### config.mk
export PLATFORM = sky130hd
export DESIGN_NAME = instr_issue_flat
export DESIGN_NICKNAME = d
export VERILOG_FILES = /design/src/rtl/instr_issue_if.sv /design/src/rtl/instr_issue.sv /design/src/flat_wrapper.sv
export SDC_FILE = /design/constraint.sdc
export NUM_CORES = 1
export LEC_CHECK = 0
export CAP_MARGIN = 20
export CELL_PAD_IN_SITES_DETAIL_PLACEMENT = 0
export CELL_PAD_IN_SITES_GLOBAL_PLACEMENT = 1
export CORE_ASPECT_RATIO = 0.9
export CORE_MARGIN = 2
export CORE_UTILIZATION = 29
export DETAILED_ROUTE_END_ITERATION = 10
export GPL_ROUTABILITY_DRIVEN = 1
export PLACE_DENSITY_LB_ADDON = 0.08
export SYNTH_ARGS = -nofsm -noshare
export SYNTH_HDL_FRONTEND = slang
export SYNTH_SLANG_ARGS = --single-unit
### constraint.sdc
create_clock -name clock -period 2.35 [get_ports clock]
set_input_delay 0.47 -clock clock [delete_from_list [all_inputs] [get_ports clock]]
set_output_delay 0.47 -clock clock [all_outputs]
set_load 0.1 [all_outputs]
### src/rtl/instr_issue_if.sv
// ---------------------------------------------------------------------------
// instr_issue_if
//   Groups the signals between the instruction-issue block and the rest of
//   the core: the run/step controls, the instruction memory port, the
//   strobes from the control FSM, and the decoded outputs sent back to it.
//
//   Modports
//     master : the control FSM, instruction memory and front panel side
//              (drives run, step, imem_data, ir_load, pc_load, pc_target,
//              flags_load, alu_flags, fsm_at_if)
//     slave  : instr_issue itself (drives pc_out, opcode_out, imm_out,
//              flags_out, cycle_en)
// ---------------------------------------------------------------------------
interface instr_issue_if;
    logic        run;         // level: free-running execution
    logic        step;        // single-step request pulse
    logic [15:0] imem_data;   // instruction word at pc_out
    logic        ir_load;     // IF state: latch IR, advance PC
    logic        pc_load;     // WbPC state: load pc_target
    logic [5:0]  pc_target;   // branch/jump address
    logic        flags_load;  // capture alu_flags
    logic [3:0]  alu_flags;   // {carry, overflow, negative, zero}
    logic        fsm_at_if;   // control FSM currently in IF
    logic [5:0]  pc_out;      // instruction memory address
    logic [26:0] opcode_out;  // {RX, RY, one-hot instruction[22:0]}
    logic [7:0]  imm_out;     // IR[7:0]
    logic [3:0]  flags_out;   // registered flags
    logic        cycle_en;    // clock-enable for control FSM and datapath

    modport master (
        output run, step, imem_data, ir_load, pc_load, pc_target,
               flags_load, alu_flags, fsm_at_if,
        input  pc_out, opcode_out, imm_out, flags_out, cycle_en
    );

    modport slave (
        input  run, step, imem_data, ir_load, pc_load, pc_target,
               flags_load, alu_flags, fsm_at_if,
        output pc_out, opcode_out, imm_out, flags_out, cycle_en
    );
endinterface

### src/rtl/instr_issue.sv
// ---------------------------------------------------------------------------
// instr_issue
//   Program counter, instruction register, flag register, one-hot decoder
//   and run/step controller for a small 16-bit core.
//
//   IR format: op=IR[15:12], RX=IR[11:10], RY=IR[9:8], imm=IR[7:0].
//   opcode_out = {RX, RY, onehot[22:0]}, decoded combinationally from IR.
//
//   Ports
//     clock : system clock, all state updates on the rising edge
//     reset : synchronous active-high reset
//     bus   : instr_issue_if.slave (see interface file for signal list)
//
//   Configuration
//     INSTR_ISSUE_STEP_EN : when defined, the step input is honoured and the
//       run controller gains STEP_FETCH/STEP_EXEC states. When undefined,
//       step is ignored and only STOPPED/RUNNING exist.
// ---------------------------------------------------------------------------
module instr_issue (
    input  logic         clock,
    input  logic         reset,
    instr_issue_if.slave bus
);

`ifdef INSTR_ISSUE_STEP_EN
    typedef enum logic [1:0] {STOPPED, RUNNING, STEP_FETCH, STEP_EXEC} run_state_t;
`else
    typedef enum logic [0:0] {STOPPED, RUNNING} run_state_t;
`endif

    run_state_t  state, state_next;
    logic [5:0]  pc;
    logic [15:0] ir;
    logic [3:0]  flags;
    logic [22:0] onehot;
    logic        cycle_en;

    // ------------------------------------------------------------------
    // Clock enable. In STEP_EXEC the enable drops on the very cycle the
    // control FSM reaches IF, so the following fetch never happens.
    // ------------------------------------------------------------------
    always_comb begin
        cycle_en = (state != STOPPED);
`ifdef INSTR_ISSUE_STEP_EN
        if (state == STEP_EXEC && bus.fsm_at_if)
            cycle_en = 1'b0;
`endif
    end

    // ------------------------------------------------------------------
    // Run controller: next state
    // ------------------------------------------------------------------
    always_comb begin
        // NOTE: every always_comb output gets a default first; a path that
        // leaves it unassigned would infer a latch.
        state_next = state;
        case (state)
            STOPPED: begin
                if (bus.run)
                    state_next = RUNNING;
`ifdef INSTR_ISSUE_STEP_EN
                else if (bus.step)
                    state_next = STEP_FETCH;
`endif
            end
            // Stop only at an instruction boundary.
            RUNNING:
                if (!bus.run && bus.fsm_at_if)
                    state_next = STOPPED;
`ifdef INSTR_ISSUE_STEP_EN
            STEP_FETCH:
                if (bus.ir_load)
                    state_next = STEP_EXEC;
            STEP_EXEC:
                if (bus.fsm_at_if)
                    state_next = STOPPED;
`endif
            default: state_next = STOPPED;
        endcase
    end

    always_ff @(posedge clock) begin
        // NOTE: state registers use non-blocking assignments so every flop
        // samples pre-edge values regardless of block ordering.
        if (reset)
            state <= STOPPED;
        else
            state <= state_next;
    end

    // ------------------------------------------------------------------
    // PC / IR / flags. pc_load wins the PC when it coincides with ir_load;
    // the IR still latches. The 6-bit increment wraps 63 -> 0.
    // ------------------------------------------------------------------
    always_ff @(posedge clock) begin
        if (reset) begin
            pc    <= '0;
            ir    <= '0;
            flags <= '0;
        end else if (cycle_en) begin
            if (bus.ir_load)
                ir <= bus.imem_data;
            if (bus.pc_load)
                pc <= bus.pc_target;
            else if (bus.ir_load)
                pc <= pc + 6'd1;
            if (bus.flags_load)
                flags <= bus.alu_flags;
        end
    end

    // ------------------------------------------------------------------
    // One-hot decode of the registered IR
    // ------------------------------------------------------------------
    always_comb begin
        onehot = '0;
        case (ir[15:12])
            4'h0: onehot[0]  = 1'b1;                         // NOOP
            4'h1: onehot[5'd1 + 5'(ir[9:8])] = 1'b1;         // INPUTC/CF/D/DF
            4'h2: onehot[5]  = 1'b1;                         // MOVE
            4'h3: onehot[6]  = 1'b1;                         // LOADI/LOADP
            4'h4: onehot[7]  = 1'b1;                         // ADD
            4'h5: onehot[8]  = 1'b1;                         // ADDI
            4'h6: onehot[9]  = 1'b1;                         // SUB
            4'h7: onehot[10] = 1'b1;                         // SUBI
            4'h8: onehot[11] = 1'b1;                         // LOAD
            4'h9: onehot[12] = 1'b1;                         // LOADF
            4'hA: onehot[13] = 1'b1;                         // STORE
            4'hB: onehot[14] = 1'b1;                         // STOREF
            4'hC: onehot[ir[8] ? 5'd16 : 5'd15] = 1'b1;      // SHIFTR / SHIFTL
            4'hD: onehot[17] = 1'b1;                         // CMP
            4'hE: onehot[18] = 1'b1;                         // JUMP
            4'hF: onehot[5'd19 + 5'(ir[9:8])] = 1'b1;        // BRE/BRNE/BRG/BRGE
            default: onehot = '0;
        endcase
    end

    assign bus.pc_out     = pc;
    assign bus.opcode_out = {ir[11:8], onehot};
    assign bus.imm_out    = ir[7:0];
    assign bus.flags_out  = flags;
    assign bus.cycle_en   = cycle_en;

endmodule
### src/flat_wrapper.sv
// flat-port wrapper written by rule: the top's interface ports become plain ports
module instr_issue_flat 
  (clock, reset, bus_run, bus_step, bus_imem_data, bus_ir_load, bus_pc_load, bus_pc_target, bus_flags_load, bus_alu_flags, bus_fsm_at_if, bus_pc_out, bus_opcode_out, bus_imm_out, bus_flags_out, bus_cycle_en);
  instr_issue_if bus_i ();
  input  logic clock;
  input  logic reset;
  input wire logic [$bits(bus_i.run)-1:0] bus_run;
  input wire logic [$bits(bus_i.step)-1:0] bus_step;
  input wire logic [$bits(bus_i.imem_data)-1:0] bus_imem_data;
  input wire logic [$bits(bus_i.ir_load)-1:0] bus_ir_load;
  input wire logic [$bits(bus_i.pc_load)-1:0] bus_pc_load;
  input wire logic [$bits(bus_i.pc_target)-1:0] bus_pc_target;
  input wire logic [$bits(bus_i.flags_load)-1:0] bus_flags_load;
  input wire logic [$bits(bus_i.alu_flags)-1:0] bus_alu_flags;
  input wire logic [$bits(bus_i.fsm_at_if)-1:0] bus_fsm_at_if;
  output wire logic [$bits(bus_i.pc_out)-1:0] bus_pc_out;
  output wire logic [$bits(bus_i.opcode_out)-1:0] bus_opcode_out;
  output wire logic [$bits(bus_i.imm_out)-1:0] bus_imm_out;
  output wire logic [$bits(bus_i.flags_out)-1:0] bus_flags_out;
  output wire logic [$bits(bus_i.cycle_en)-1:0] bus_cycle_en;
  assign bus_i.run = bus_run;
  assign bus_i.step = bus_step;
  assign bus_i.imem_data = bus_imem_data;
  assign bus_i.ir_load = bus_ir_load;
  assign bus_i.pc_load = bus_pc_load;
  assign bus_i.pc_target = bus_pc_target;
  assign bus_i.flags_load = bus_flags_load;
  assign bus_i.alu_flags = bus_alu_flags;
  assign bus_i.fsm_at_if = bus_fsm_at_if;
  assign bus_pc_out = bus_i.pc_out;
  assign bus_opcode_out = bus_i.opcode_out;
  assign bus_imm_out = bus_i.imm_out;
  assign bus_flags_out = bus_i.flags_out;
  assign bus_cycle_en = bus_i.cycle_en;
  instr_issue u_core (.clock(clock), .reset(reset), .bus(bus_i));
endmodule
==> results.tsv <==
metric	value	unit
clock latency on the worst-skew pair	0.27	ns
Post-synth EDFFs	0	
Worst path max stage delay	0.42	ns
clock root cell	clkbuf_8	
CTS tree	done	
run status	completed	
Hold Vio Cnt, Final	0	
Least-Margin Pin Slew	0.498	ns
Fmax	0.455	GHz
cell count after synthesis	197	
max-cap violation count	0	
placer congestion estimate	0.821	
post-DP HPWL	3260	µm
placed cells	321	
largest net degree at the start of global routing	17	
RSZ-0062 raised after global routing	true	
DRC viols	0	
CP delay by family, top	flip-flops	
Die ar.	5800	µm²
Final Non-Filler Cells	325	
fin crit period	2.20	ns
relative slew slack	66.7	%
Core ar.	4920	µm²
Tcrit/Tclk final	93.6	%
final WL	4040	µm
Avg WL per Cell	12.4	µm
GR Overflow Total	0	
Worst IR Drop VDD	236	µV
prevailing post-synth register cell	dfxtp_1	
Cell Chain, Critical Path	inv_2 > ha_1 > nand2_1 > o21ai_1 > and4_1 > buf_12	
port bufs	78	
Slew Viols, Final	0	
hold depth	2	
synth cell count leaders	43 x nand2_1, 27 x dfxtp_1, 23 x a21oi_1	
worst hold path class	reg2reg	
Synth area leaders	dfxtp_1 36%, nand2_1 11%, a21oi_1 7.6%	
Total GRT Usage	14.1	%
most frequent cell after synthesis	nand2_1	
global-route wire length before repair	6620	µm
# diodes	0	
Netlist Area Pre-Place	1510	µm²
Initial Utilization	30.6	%
Clock Path Buffers	2	
Final Skew	0.00622	ns
Die Span Y	72.4	µm
Synth top area share	35.8	%
antenna violations before repair	0	
share of cells above drive strength 1	27.7	%
Core Util, Final	51.6	%
Synth cell types	39	
Via density	4.54	
Final ANT Viol Nets	0	
vias	1477	
Setup-failing EPs final	0	
P per Cell Area	440	nW/µm²
Sink Count	27	
Syn-to-layout area delta	68.4	%
critical path arrival	1.73	ns
register area	548	µm²
DIE WIDTH	80.0	µm
TritonCTS buffer count	3	
Synth Warn #	0	
Synth async-reset ratio	0	%
htree depth	1	
R2R depth	3	
CTS clk-pin slew, worst paths	0.09	ns
number of setup buffers added after CTS	0	
Crit path required time	1.88	ns
syn_area_per_cell	7.66	µm²
Critical Path Stages	6	
crit path kind	reg2out	
cell taking the most area after synthesis	dfxtp_1	
1st-iter DRT viols	34	
slowest stage cell on the critical path	dfxtp_4	
DRT Pass-1 Iters	4	
CP Max Fanout	9	
Ports	80	
CP Buf/Inv Count	2	
Crit. End Element	output port	
Std-Cell Rows	24	
multi-input logic area	876	µm²
syn_nets	237	
#FFs+latches synth	27	
fillers	486	
CP startpoint kind	flip-flop	
Leakage	0.000966	µW
fin nets	301	
vias in the first global route	1388	
post-synthesis sequential area ratio	35.8	%
[worst reg2reg max path, delay by kind of cell (launching register included)]
kind	cells	cell delay (ns)
AO/OA/AOI/OAI	2	0.30
flip-flops	1	0.62
AND/OR/NAND/NOR	1	0.33
[timing repair]
action / 4_1_cts / 5_1_grt
resized for setup: 0 / 8
hold buffers: 0 / 0
endpoints found under the hold margin: 0 / 0
setup endpoints to repair: 0 / 7
[metal layers]
layer | track usage [%] | wire [µm]
met2 | 23.2 | 1850
met4 | 3.39 | 25
met5 | 0 | 0
met1 | 18.3 | 1860
met3 | 3.98 | 303
[placed cells by master, fill, tap and decap left out, types with 2 or more instances in the layout]
master and count:
buf_12 23, clkdlybuf4s50_1 32, a211oi_1 2, dfxtp_2 3, nand3_1 7, mux2i_1 2, o21ai_2 2, o21ai_1 4
a21oi_1 23, and3_1 2, clkbuf_8 3, inv_1 3, nand2b_1 5, dfxtp_1 23, and2_1 10, nor2_1 8
nor2b_1 2, ha_1 6, nand2_1 43, buf_4 26, a31oi_1 3, nor2_2 4
[stage by stage]
stage,total power [µW],setup slack [ns],setup TNS [ns],hold WS [ns],cell area [µm²]
after floorplan,757,-0.563,-1.39,0.437,1570
after global placement,870,0.377,0,0.445,2480
after detailed placement,872,0.320,0,0.449,2480
after CTS,1130,0.0196,0,0.463,2520
after global routing,1170,-0.0151,-0.0215,0.479,2540
final,1120,0.150,0,0.458,2540
[cells by family after synthesis]
family	Yosys count	share of synthesized area, %
adders and majority gates	6	4.97
and+or+nand+nor	92	29.9
buffers and inverters	26	10.6
DFF	27	35.8
AOI/OAI and AO/OA	44	17.3
muxes	2	1.33
[power by group]
part           internal (µW)  switching (µW)
logic                    122             235
clock network            121             136
registers                477            26.1
total                    720             397
[sequential cells by signal (all words and copies together), names as in the netlist]
| name | flops |
|---|---|
| u_core.ir | 16 |
| u_core.bus.cycle_en | 1 |
| u_core.bus.pc_out | 6 |
| u_core.bus.flags_out | 4 |
[worst paths after layout]
kind	slack, ns	start	to
max	0.15	u_core.ir[8]$_SDFFE_PP0P_	bus_opcode_out[17]
min	0.46	u_core.ir[5]$_SDFFE_PP0P_	u_core.ir[5]$_SDFFE_PP0P_
min reg2reg	0.46	u_core.ir[5]$_SDFFE_PP0P_	u_core.ir[5]$_SDFFE_PP0P_
max reg2reg	1.04	u_core.bus.cycle_en$_SDFF_PP0_	u_core.bus.pc_out[0]$_SDFFE_PP0P_
[area by class of cell]
cell class	count	area share, %
Clock buffer	4	1.77
Sequential cell	27	21.6
Inverter	4	0.591
Timing Repair Buffer	81	38.4
Multi-Input combinational cell	144	34.5
Tap cell	65	3.20
Power figures use the tool's default switching activity.
==> RTL edit 1: new RTL, config.mk and constraints unchanged <==
The option `INSTR_ISSUE_STEP_EN` is turned on by a define.
--- a/src/rtl/instr_issue.sv
+++ b/src/rtl/instr_issue.sv
@@ -17,4 +17,6 @@
 //       step is ignored and only STOPPED/RUNNING exist.
 // ---------------------------------------------------------------------------
+`define INSTR_ISSUE_STEP_EN
+
 module instr_issue (
     input  logic         clock,
Check against the original RTL: not equivalent (a bounded check fails within 4 cycles, from zero or initial values and one cycle with reset high).
==> RTL edit 1 against the unedited design <==
Wire length increased by 13%. Final area increased by 9.7%. Worst setup slack about the same. Total power increased by 25%. Area after synthesis increased by 10%. Synthesized cell count increased by 7.6%. Sequential power increased by 8.0%. Sequential cell count increased by 1. Non-clock buffer count increased by 9. Critical path type unchanged.
==> RTL edit 1: results (changes against the unedited design) <==
- The register-to-register setup slack is 0.82 ns (-0.22 ns).
- The number of instances in the synthesized netlist was 212 (+7.6%).
- The cell internal power dissipation was 843 µW (+17%).
- The start of the worst register-to-register path is u_core.state[1].
- The total routing resource utilization after global routing is 14.0% (-0.14 points).
- In this run the most critical hold path is launched from u_core.bus.flags_out[0].
- The final setup skew is 0.00214 ns (-0.00408 ns).
- The pin count of the biggest net entering global routing came to 25 (+8).
- The flow ran to the end, and the final reports show no timing, DRC or antenna violations.
- The biggest fanout along the worst timing path is 5 (-4).
- The hold slack was 0.460 ns (+0.00221 ns).
- The leakage component of the power came to 0.00106 µW (+9.7%).
- The number of standard cells in the layout, taps in and fillers out is 348 (+7.1%).
- The commonest cells after synthesis are sky130_fd_sc_hd__nand2_1, sky130_fd_sc_hd__dfxtp_1, sky130_fd_sc_hd__a21oi_1, sky130_fd_sc_hd__nand3_1, sky130_fd_sc_hd__buf_4.
- The part of the Yosys area used for sequential elements is 33.7% (-2.1 points).
- The number of vias after detailed routing is 1,660 (+12%).
- The fraction of final layout cells with drive strength greater than 1 is 30.6% (+2.9 points).
- The worst hold path cell count is 2 (unchanged).
- The half-perimeter wire length after detailed placement came to 3.52 mm (+7.9%).
- The net count of the finished layout was 318 (+5.6%).
- The wire length of the first global-routing pass is 7.25 mm (+9.5%).
- The worst slew margin relative to its limit is 65.9% (-0.75 points).
- The arrival time at the worst endpoint is 1.73 ns (about the same).
- The final estimated routing congestion in global placement was 0.723 (-12%).
- The synthesized net count is 251 (+5.9%).
- The routed length per placed instance is 13.1 µm (+5.5%).
- The number of global-route vias before repair is 1,531 (+10%).
- The worst supply voltage drop on vdd is 0.000299 V (+27%).
- The count of buffers from port buffering is 79 (+1.3%).
- For hold timing, the worst endpoint is u_core.bus.flags_out[0].
- The endpoint of the worst register-to-register path is u_core.bus.pc_out[2].
- The largest stage delay on the critical path is 0.37 ns (-0.05 ns).
[RTL edit 1: layout make-up]
| cell class | count | area (µm²) |
|---|---|---|
| Tap cell | 70 | 87.6 |
| Inverter | 5 | 21.3 |
| Sequential cell | 28 | 569 |
| Clock buffer | 4 | 55.1 |
| Multi-Input combinational cell | 151 | 997 |
| Timing Repair Buffer | 90 | 1060 |
| Fill cell | 541 | 2810 |
[RTL edit 1: cells by family after synthesis]
family / synth area share [%]
mux: 1.28
flops: 33.7
compound gates: 19.7
simple gates: 29.3
fa+ha+maj: 3.76
buf+inv: 12.3
[RTL edit 1: worst max-delay path: cells and delay by family (launching register included)]
family	cells	cell delay (ns)
buffers and inverters	2	0.27
AND/OR/NAND/NOR	2	0.24
flip-flops	1	0.37
adder cells (fa/ha/maj)	1	0.27
multiplexers	1	0.30
[RTL edit 1: worst max path at each step]
| stage | from | endpoint | slack [ns] | cells past startpoint |
|---|---|---|---|---|
| 2_1_floorplan | u_core.ir[15] | bus_opcode_out[18] | -0.24 | 3 |
| 3_3_place_gp | u_core.ir[8] | bus_opcode_out[7] | 0.33 | 6 |
| 3_5_place_dp | u_core.ir[8] | bus_opcode_out[7] | 0.32 | 6 |
| 4_1_cts | u_core.ir[8] | bus_opcode_out[7] | 0.005 | 6 |
| 5_1_grt | u_core.ir[14] | bus_opcode_out[22] | 0.02 | 4 |
| 6_report | u_core.ir[9] | bus_opcode_out[7] | 0.15 | 6 |
[RTL edit 1: repair_timing]
item	4_1_cts	5_1_grt
endpoints found under the setup margin	0	5
resized for setup	0	2
setup buffers	0	2
[RTL edit 1: layer usage]
layer,GRT usage [%],up-vias,wire (µm)
met5,0,-,0
met2,24.6,55,2180
met4,2.69,0,23
met3,3.14,2,263
met1,17.9,742,2100
li1,-,861,-
[RTL edit 1: metrics by stage]
| stage | worst slack, ns | cell area [µm²] |
|---|---|---|
| after floorplan | -0.243 | 1770 |
| after global placement | 0.331 | 2720 |
| after detailed placement | 0.323 | 2720 |
| after CTS | 0.00532 | 2770 |
| after global routing | 0.0201 | 2790 |
| final | 0.150 | 2790 |
[RTL edit 1: power groups by stage]
stage	registers, µW	logic (µW)	clock network, µW
CTS	545	564	317
finish	543	562	297
detailed placement	556	563	0
global placement	556	562	0
global route	549	592	331
floorplan	626	338	0
==> RTL edit 2: new RTL, config.mk and constraints unchanged <==
Made on the original files. Reset style: asynchronous (`reset`), changed in 2 clocked blocks. Comments in the files are not updated.
--- a/src/rtl/instr_issue.sv
+++ b/src/rtl/instr_issue.sv
@@ -80,5 +80,5 @@
     end
 
-    always_ff @(posedge clock) begin
+    always_ff @(posedge clock or posedge reset) begin
         // NOTE: state registers use non-blocking assignments so every flop
         // samples pre-edge values regardless of block ordering.
@@ -93,5 +93,5 @@
     // the IR still latches. The 6-bit increment wraps 63 -> 0.
     // ------------------------------------------------------------------
-    always_ff @(posedge clock) begin
+    always_ff @(posedge clock or posedge reset) begin
         if (reset) begin
             pc    <= '0;
Function: differs if reset is asserted again (counterexample within 4 cycles, from zero or initial values and one cycle with reset high); with reset held inactive, the same outputs for 10 cycles.
==> RTL edit 2 against the unedited design <==
Critical path depth stayed put. First-iteration DRC count is 120% higher. Area after synthesis is 6.3% higher. Final area is 7.9% higher. Wire length is 4.0% higher. Register-to-register slack worse by 0.15 ns. Sequential share of layout area is 3.1 points higher. Die area is 6.0% higher. Sequential cell count stayed put. Critical path type unchanged. Synthesized cell count is 23% lower. Highest routed layer unchanged. Via count is 7.6% lower. Worst setup slack worse by 0.072 ns.
Power is not compared: it rests on default switching activity, and its combinational part moved more than twofold at a synthesized area within 25%.
==> RTL edit 2: results (changes against the unedited design) <==
- By area the synthesized netlist is led by sky130_fd_sc_hd__dfrtp_1, sky130_fd_sc_hd__mux2_4, sky130_fd_sc_hd__mux2_2.
- The number of buffers added for setup after CTS was 4 (+4).
- The hold path startpoint is u_core.ir[1].
- The total routing resource utilization after global routing is 13.7% (-0.37 points).
- The fraction of final layout cells with drive strength greater than 1 is 45.1% (+17 points).
- The depth of the most critical reg-to-reg path came to 2 (-1).
- The routed via count divided by cell count was 4.69 (+3.2%).
- The met1 routed wirelength after detailed routing is 1.83 mm (-1.4%).
- The synthesized net count is 191 (-19%).
- The met1 demand-to-capacity share in global routing was 18.8% (+0.49 points).
- The commonest cells after synthesis are sky130_fd_sc_hd__dfrtp_1, sky130_fd_sc_hd__buf_4, sky130_fd_sc_hd__mux2_2.
- In this design, the largest share of critical-path delay is due to buffers and inverters.
- The met3 demand-to-capacity share in global routing came to 3.52% (-0.46 points).
- The half-perimeter wire length after detailed placement is 3.22 mm (-1.1%).
- The number of vias after detailed routing is 1,365 (-7.6%).
- The number of instances in the synthesized netlist is 152 (-23%).
- The run finished with clean final reports.
- The met2 layer wire length in the routed design is 2.06 mm (+11%).
- The endpoint of the worst register-to-register path is u_core.ir[13].
- The iteration-0 DRC count of the detailed router is 76 (+120%).
- The net count of the finished layout came to 264 (-12%).
- The part of the Yosys area used for sequential elements came to 42.1% (+6.3 points).
- The biggest fanout along the worst timing path is 4 (-5).
- The insertion delay to the later sink of the worst-skew pair is 0.27 ns (about the same).
- The routed length per placed instance is 14.4 µm (+16%).
- The total instance count after detailed placement came to 283 (-12%).
- The clock-pin slew on the worst setup and hold paths is 0.09 ns (about the same).
- The number of library cell types mapped by synthesis is 34 (-13%).
- The final setup skew came to 0.00857 ns (+0.00236 ns).
- The most instantiated library cell after synthesis is sky130_fd_sc_hd__dfrtp_1.
- The met2 usage is 22.0% (-1.2 points).
- The placed instance area is 2640 µm² (+6.4%).
- The number of global-route vias before repair is 1,326 (-4.5%).
- The wire length of the first global-routing pass is 6.42 mm (-3.0%).
- The placement-stage worst setup slack is 0.191 ns (-0.129 ns).
- The worst supply voltage drop on vdd is 0.000339 V.
- The final estimated routing congestion in global placement came to 0.812 (-1.1%).
- The start of the worst register-to-register path is u_core.bus.cycle_en.
- The share of flip-flops with an asynchronous set or reset is 100% (+100 points).
- The slowest stage of the critical path belongs to the cell sky130_fd_sc_hd__dfrtp_1.
==> RTL edit 2: cell count changes in the layout (fill, tap and decap cells not counted), sizes merged, moves of 3 or more <==
cell	before	now
nor2	12	9
dfrtp	0	27
a21oi	23	9
o22ai	1	5
buf	49	55
mux2	0	20
nand3	7	3
nand2	44	11
nor3	1	4
dfxtp	27	0
==> RTL edit 2: worst max path at each step <==
stage,start,to,slack [ns]
after global routing,u_core.ir[9],bus_opcode_out[7],-0.03
after detailed placement,u_core.ir[8],bus_opcode_out[7],0.19
after CTS,u_core.ir[9],bus_opcode_out[7],0.06
after floorplan,u_core.ir[8],bus_opcode_out[6],-0.14
final,u_core.ir[9],bus_opcode_out[6],0.08
after global placement,u_core.ir[8],bus_opcode_out[7],0.23
==> RTL edit 2: power by group through the flow <==
stage / sequential (µW) / combinational (µW) / clock, µW
after global placement: 622 / 1200 / 0
after CTS: 611 / 1230 / 274
final: 612 / 1240 / 258
after floorplan: 805 / 744 / 0
after detailed placement: 626 / 1200 / 0
after global routing: 626 / 1290 / 292
==> RTL edit 2: cells by family (layout without fill, tap and decap cells) <==
kind of cell,count (synthesis),after routing,share of synthesized area [%]
AOI/OAI and AO/OA,25,25,8.74
adders and majority gates,5,5,3.90
buffers and inverters,24,96,10.5
DFF,27,27,42.1
muxes,22,22,17.4
and+or+nand+nor,49,49,17.3
==> RTL edit 2: area by class of cell <==
| type | count | area (µm²) |
|---|---|---|
| clock inverter | 1 | 5.00 |
| tap | 67 | 83.8 |
| multi-input combinational | 101 | 892 |
| clock buffer | 3 | 41.3 |
| inverter | 5 | 21.3 |
| timing repair buffer | 87 | 1020 |
| sequential | 27 | 677 |
| fill | 465 | 2540 |
